--- src/rtl/q_update_unit.sv ---
// q_update_unit: temporal-difference update engine for the Q-table.
// Captures one RAM read (Q(s,a), next-state row, reward), serially finds
// max Q(s',.), computes Q + ALPHA*(R + GAMMA*maxQ' - Q) in signed fixed
// point with output saturation, and issues a single write-back strobe.
module q_update_unit #(
    parameter int                    DATA_WIDTH    = 16,
    parameter int                    FRAC_BITS     = 8,
    parameter int                    ACTIONS       = 4,
    parameter int                    ACTIONS_WIDTH = 2,
    parameter int                    STATES_WIDTH  = 4,
    parameter logic [DATA_WIDTH-1:0] ALPHA         = 16'h0080,
    parameter logic [DATA_WIDTH-1:0] GAMMA         = 16'h00E6
) (
    input  logic                            clk,
    input  logic                            rst_n,
    input  logic                            i_valid,
    input  logic [DATA_WIDTH-1:0]           i_q,
    input  logic [DATA_WIDTH*ACTIONS-1:0]   i_next_q,
    input  logic [DATA_WIDTH-1:0]           i_reward,
    input  logic [STATES_WIDTH-1:0]         i_st,
    input  logic [ACTIONS_WIDTH-1:0]        i_at,
    output logic                            o_we,
    output logic [STATES_WIDTH-1:0]         o_st,
    output logic [ACTIONS_WIDTH-1:0]        o_at,
    output logic [DATA_WIDTH-1:0]           o_data,
    output logic [ACTIONS_WIDTH-1:0]        o_max_action,
    output logic                            o_busy,
    output logic                            o_overrun
);

    // td carries two guard bits: R + p - Q spans up to three full-scale words.
    localparam int TW = DATA_WIDTH + 2;
    localparam int PW = DATA_WIDTH + TW;
    localparam int GW = 2 * DATA_WIDTH;

    localparam logic signed [DATA_WIDTH-1:0] ALPHA_S = ALPHA;
    localparam logic signed [DATA_WIDTH-1:0] GAMMA_S = GAMMA;
    localparam logic signed [PW-1:0] SAT_MAX = {{(PW-DATA_WIDTH+1){1'b0}}, {(DATA_WIDTH-1){1'b1}}};
    localparam logic signed [PW-1:0] SAT_MIN = {{(PW-DATA_WIDTH+1){1'b1}}, {(DATA_WIDTH-1){1'b0}}};
    localparam logic [ACTIONS_WIDTH-1:0] LAST = ACTIONS_WIDTH'(ACTIONS - 1);

    typedef enum logic [2:0] {IDLE, MAX, TD, SCALE, WRITE} state_t;

    state_t                           state;
    logic [ACTIONS_WIDTH-1:0]         cnt;
    logic [ACTIONS_WIDTH-1:0]         idx;
    logic signed [DATA_WIDTH-1:0]     q_r;
    logic signed [DATA_WIDTH-1:0]     r_r;
    logic signed [DATA_WIDTH-1:0]     max_q;
    logic [DATA_WIDTH*ACTIONS-1:0]    nq_r;
    logic [STATES_WIDTH-1:0]          st_r;
    logic [ACTIONS_WIDTH-1:0]         at_r;
    logic signed [TW-1:0]             td_r;
    logic [DATA_WIDTH-1:0]            res_r;

    logic signed [DATA_WIDTH-1:0]     row [ACTIONS];
    logic signed [GW-1:0]             gprod;
    logic signed [TW-1:0]             p_t;
    logic signed [TW-1:0]             td_next;
    logic signed [PW-1:0]             aprod;
    logic signed [PW-1:0]             sum;
    logic [DATA_WIDTH-1:0]            sat;

    // Unpack the captured next-state row; action 0 lives in the MSB slice.
    for (genvar k = 0; k < ACTIONS; k++) begin : g_row
        assign row[k] = nq_r[(ACTIONS-1-k)*DATA_WIDTH +: DATA_WIDTH];
    end

    // TD error and scaled, saturated update; shifts floor toward -inf.
    always_comb begin
        gprod   = GW'(GAMMA_S) * GW'(max_q);
        p_t     = TW'(gprod >>> FRAC_BITS);
        td_next = TW'(r_r) + p_t - TW'(q_r);
        aprod   = PW'(ALPHA_S) * PW'(td_r);
        sum     = PW'(q_r) + (aprod >>> FRAC_BITS);
        sat     = sum[DATA_WIDTH-1:0];
        if (sum > SAT_MAX)      sat = SAT_MAX[DATA_WIDTH-1:0];
        else if (sum < SAT_MIN) sat = SAT_MIN[DATA_WIDTH-1:0];
    end

    // Update sequencer with registered outputs; busy drops one cycle after the write.
    always_ff @(posedge clk or negedge rst_n) begin
        if (!rst_n) begin
            state        <= IDLE;
            cnt          <= '0;
            idx          <= '0;
            q_r          <= '0;
            r_r          <= '0;
            max_q        <= '0;
            nq_r         <= '0;
            st_r         <= '0;
            at_r         <= '0;
            td_r         <= '0;
            res_r        <= '0;
            o_we         <= 1'b0;
            o_st         <= '0;
            o_at         <= '0;
            o_data       <= '0;
            o_max_action <= '0;
            o_busy       <= 1'b0;
            o_overrun    <= 1'b0;
        end else begin
            if (i_valid && (state != IDLE || o_busy)) o_overrun <= 1'b1;
            case (state)
                IDLE: begin
                    o_we <= 1'b0;
                    if (i_valid && !o_busy) begin
                        q_r    <= i_q;
                        nq_r   <= i_next_q;
                        r_r    <= i_reward;
                        st_r   <= i_st;
                        at_r   <= i_at;
                        max_q  <= i_next_q[(ACTIONS-1)*DATA_WIDTH +: DATA_WIDTH];
                        idx    <= '0;
                        cnt    <= ACTIONS_WIDTH'(1);
                        o_busy <= 1'b1;
                        state  <= MAX;
                    end else begin
                        o_busy <= 1'b0;
                    end
                end
                MAX: begin
                    if (row[cnt] > max_q) begin
                        max_q <= row[cnt];
                        idx   <= cnt;
                    end
                    cnt <= cnt + 1'b1;
                    if (cnt == LAST) state <= TD;
                end
                TD: begin
                    td_r  <= td_next;
                    state <= SCALE;
                end
                SCALE: begin
                    res_r <= sat;
                    state <= WRITE;
                end
                WRITE: begin
                    o_we         <= 1'b1;
                    o_st         <= st_r;
                    o_at         <= at_r;
                    o_data       <= res_r;
                    o_max_action <= idx;
                    state        <= IDLE;
                end
                default: state <= IDLE;
            endcase
        end
    end

endmodule

--- config.mk ---
export PLATFORM = sky130hd
export DESIGN_NAME = q_update_unit
export DESIGN_NICKNAME = d
export VERILOG_FILES = /design/src/rtl/q_update_unit.sv
export SDC_FILE = /design/constraint.sdc
export NUM_CORES = 1
export LEC_CHECK = 0
export BUFFER_PORTS_ARGS = -buffer_cell sky130_fd_sc_hd__buf_4
export CAP_MARGIN = 10
export CELL_PAD_IN_SITES_DETAIL_PLACEMENT = 0
export CELL_PAD_IN_SITES_GLOBAL_PLACEMENT = 2
export CORE_ASPECT_RATIO = 1.75
export CORE_MARGIN = 5
export CORE_UTILIZATION = 35
export DETAILED_ROUTE_END_ITERATION = 8
export PLACE_DENSITY_LB_ADDON = 0.1
export SYNTH_ARGS = -nofsm -noshare
export SYNTH_HDL_FRONTEND = slang
export SYNTH_SLANG_ARGS = --single-unit
--- constraint.sdc ---
create_clock -name clk -period 14.1 [get_ports clk]
set_clock_uncertainty 0.15 [all_clocks]
set_input_delay 0 -clock clk [delete_from_list [all_inputs] [get_ports clk]]
set_output_delay 0 -clock clk [all_outputs]
set_load 0.02 [all_outputs]
==> run_results.csv <==
group,metric,value,unit
routing,post_drt_wl_per_cell,15.8,um
clock_tree,cts.repair_timing.setup_buffer_count,0,
yosys,synthMuxAreaShare,8.46,%
finish,layout.filler_cells,3549,
global_route,groute.layer.met3.usage,1.87,%
clock_tree,clk_root_buffer_cell,"clkbuf_16",
yosys,synth_xor_area_share,2.84,%
routing,detailedRoute.firstPassIterationCount,4,
global_route,global_route.usage.total,16.5,%
timing,max_slew.worst_pin.slew,1.06,ns
clock_tree,clock_pin_slew_worst_setup_and_hold_paths,0.08,ns
place,numPortBuffers,131,
die,core_region_area,35100,sq um
finish,synthToLayoutAreaGrowth,25.4,%
yosys,post-synth-top-area-cell,"dfrtp_1",
critical_path,worst-endpoint-arrival,7.26,ns
routing,drt_iter0_markers,224,
yosys,synth.top_cell.area_share,37.6,%
yosys,edff_count_synth,0,
global_route,global_route.peak_usage_layer,"met2",
clock_tree,max-clock-path-buffers,2,
status,run_status,"completed",
place,place_congestion,0.810,
finish,final_layout_size_suffix_gt1_share,18.5,%
timing,fin_crit,7.10,ns
clock_tree,clock_tree.htree_level_count,4,
global_route,first_pass_grt_wire_length,51.4,mm
die,std_cell_rows,91,
clock_tree,hold_buffers,106,
clock_tree,cts.sinks,185,
routing,vias_per_cell,4.65,
hold_path,hold_class,"in -> reg",
place,hpwlAfterDp,24.3,mm
timing,slew-limit-headroom,28.8,%
yosys,synth.distinct_cells,68,
yosys,synth_seq_cells,185,
global_route,grt_overflow,0,
timing,grt_setup_unrepaired,"false",
clock_tree,clock_latency_on_the_worst_skew_pair,0.46,ns
die,chipWidth,152,um
clock_tree,cts_inserted_buffers,17,
clock_tree,tritoncts,"built",
global_route,grt_max_degree,75,
yosys,postSynth.topFlopCell,"dfrtp_1",
timing,fin_tns_setup,0,ns
routing,remaining_drc_errors,0,
yosys,yosysWarningCount,0,
yosys,synthesis.nets,1537,
yosys,most_frequently_used_cell_type_in_the_post_synthesis_netlist,"nand2_1",
timing,final_min_period_over_clock_period,50.4,%
yosys,syn_inst,1275,
die,dieArea,39200,sq um
global_route,grt_pass1_vias,9733,
yosys,syn-mean-instance-area,9.66,sq um
clock_tree,cts.repair.resized,0,
yosys,synth_top_cells_by_area,"dfrtp_1, nand2_1, ha_1, fa_1, mux2_2",
finish,diodes,0,
routing,num_vias,9165,
yosys,area_share_of_fa_ha_maj_cells_after_synthesis,19.5,%
die,die_h,258,um
yosys,synth-simple-area-share,14.2,%
flow_run,timing.max_cap.violations,0,
global_route,globalRouteMet1Util,17.3,%
timing,setup_viol,0,
finish,num-nets-final,1757,
critical_path,crit_path_start_kind,"flop",
yosys,yosys-top-cells-count,"nand2_1, dfrtp_1, inv_1",
yosys,synth_compound_gate_area_share,10.9,%
critical_path,critical-path-max-stage-delay,0.51,ns
routing,drt_antenna_net_count,0,
critical_path,critPathMostFrequentCell,"fa_1",
timing,finalHoldViolCount,0,
yosys,largest_family_of_logic_cells_by_synthesized_area,"adder cells",
critical_path,worstSetupPathType,"reg -> reg",
routing,postRouteWirelength,31.1,mm
timing,report.final.slew_viol_count,0,
global_route,antenna_violations_before_repair,0,
critical_path,slowest_stage,"fa_1",
critical_path,worstSetupEndpointType,"flop",
critical_path,worst-endpoint-required,14.25,ns
yosys,yosysSeqAreaShare,37.6,%
critical_path,setup.reg_to_reg.worst_slack,7.00,ns
timing,maxClockFrequency,0.141,GHz
global_route,grt_use_met2,32.8,%
critical_path,crit_path_max_fanout,5,
yosys,synth.cell_area,12300,sq um
yosys,asyncSetResetFlopFracSynth,100,%
die,floorplan.initialDensity,35.1,%
die,io_pins,132,
==> worst max-delay path: cells and delay by family, from the launching register on <==
kind	cells	cell delay, ns
AOI/OAI and AO/OA	11	2.56
xor gates and xnor gates	2	0.30
adders and majority gates	7	2.94
buffers and inverters	3	0.15
DFF	1	0.42
and+or+nand+nor	3	0.43
==> cells by family (layout without fill, tap and decap cells) <==
kind of cell	Yosys count	after routing
compound gates	188	188
fa+ha+maj	157	157
buf+inv	205	438
xor+xnor	40	40
flops	185	185
simple gates	423	423
mux	77	77
==> cell type report <==
class | instances | area [sq um] | area share (%)
tap | 465 | 582 | 3.77
timing repair buffer | 245 | 2120 | 13.7
multi-input combinational | 885 | 6900 | 44.6
inverter | 161 | 607 | 3.93
clock buffer | 17 | 425 | 2.75
sequential | 185 | 4630 | 30.0
clock inverter | 15 | 186 | 1.21
==> sequential cells by signal (all words and copies together), names as in the netlist <==
register      cells
o_data           16
o_we              1
o_max_action      2
r_r              16
st_r              4
td_r             17
q_r              16
at_r              2
max_q            16
o_busy            1
o_at              2
o_st              4
nq_r             64
o_overrun         1
state             3
cnt               2
res_r            16
idx               2
==> cells in the final DEF (no fill, tap or decap), types with 22 or more instances in the layout <==
cell type      netlist  routed
mux2_2              57      57
fa_1                59      59
dfrtp_1            185     185
a21oi_1             46      46
nor2_1              25      24
dlygate4sd3_1        0     105
xnor2_1             22      22
buf_4                1     138
inv_1              160     160
nand2_1            332     332
o21ai_0             55      55
ha_1                98      98
==> stage by stage <==
stage / instance area (sq um) / instances / worst slack (ns) / utilization, % / hold slack, ns
final: 15400 / 1973 / 7.00 / 44.0 / 0.115
after global routing: 15400 / 1973 / 6.53 / 44.0 / 0.115
after CTS: 15400 / 1973 / 6.97 / 44.0 / 0.0858
after detailed placement: 13800 / 1835 / 6.99 / 39.2 / -0.0800
after global placement: 13800 / 1835 / 7.10 / 39.2 / -0.0797
after floorplan: 12300 / 1275 / 7.62 / - / -0.446
==> routing by layer <==
metal | share of wire [%] | vias up
met5 | 0 | -
met4 | 3.1 | 0
met3 | 1.9 | 31
met2 | 58 | 117
met1 | 37 | 4377
li1 | - | 4640
==> worst paths after layout <==
path / from / endpoint / cells after the start
max in group asynchronous: rst_n / max_q[2]$_DFFE_PN0P_ / 4
setup reg to reg: max_q[1]$_DFFE_PN0P_ / td_r[17]$_DFFE_PN0N_ / 26
hold / removal: i_next_q[13] / nq_r[13]$_DFFE_PN0P_ / 4
setup / recovery: max_q[1]$_DFFE_PN0P_ / td_r[17]$_DFFE_PN0N_ / 26
min in group asynchronous: rst_n / res_r[9]$_DFFE_PN0P_ / 3
hold reg to reg: nq_r[56]$_DFFE_PN0P_ / nq_r[56]$_DFFE_PN0P_ / 2
Power is not shown: default switching activity piles up to over one toggle a cycle in this logic, so the estimate is an artifact.
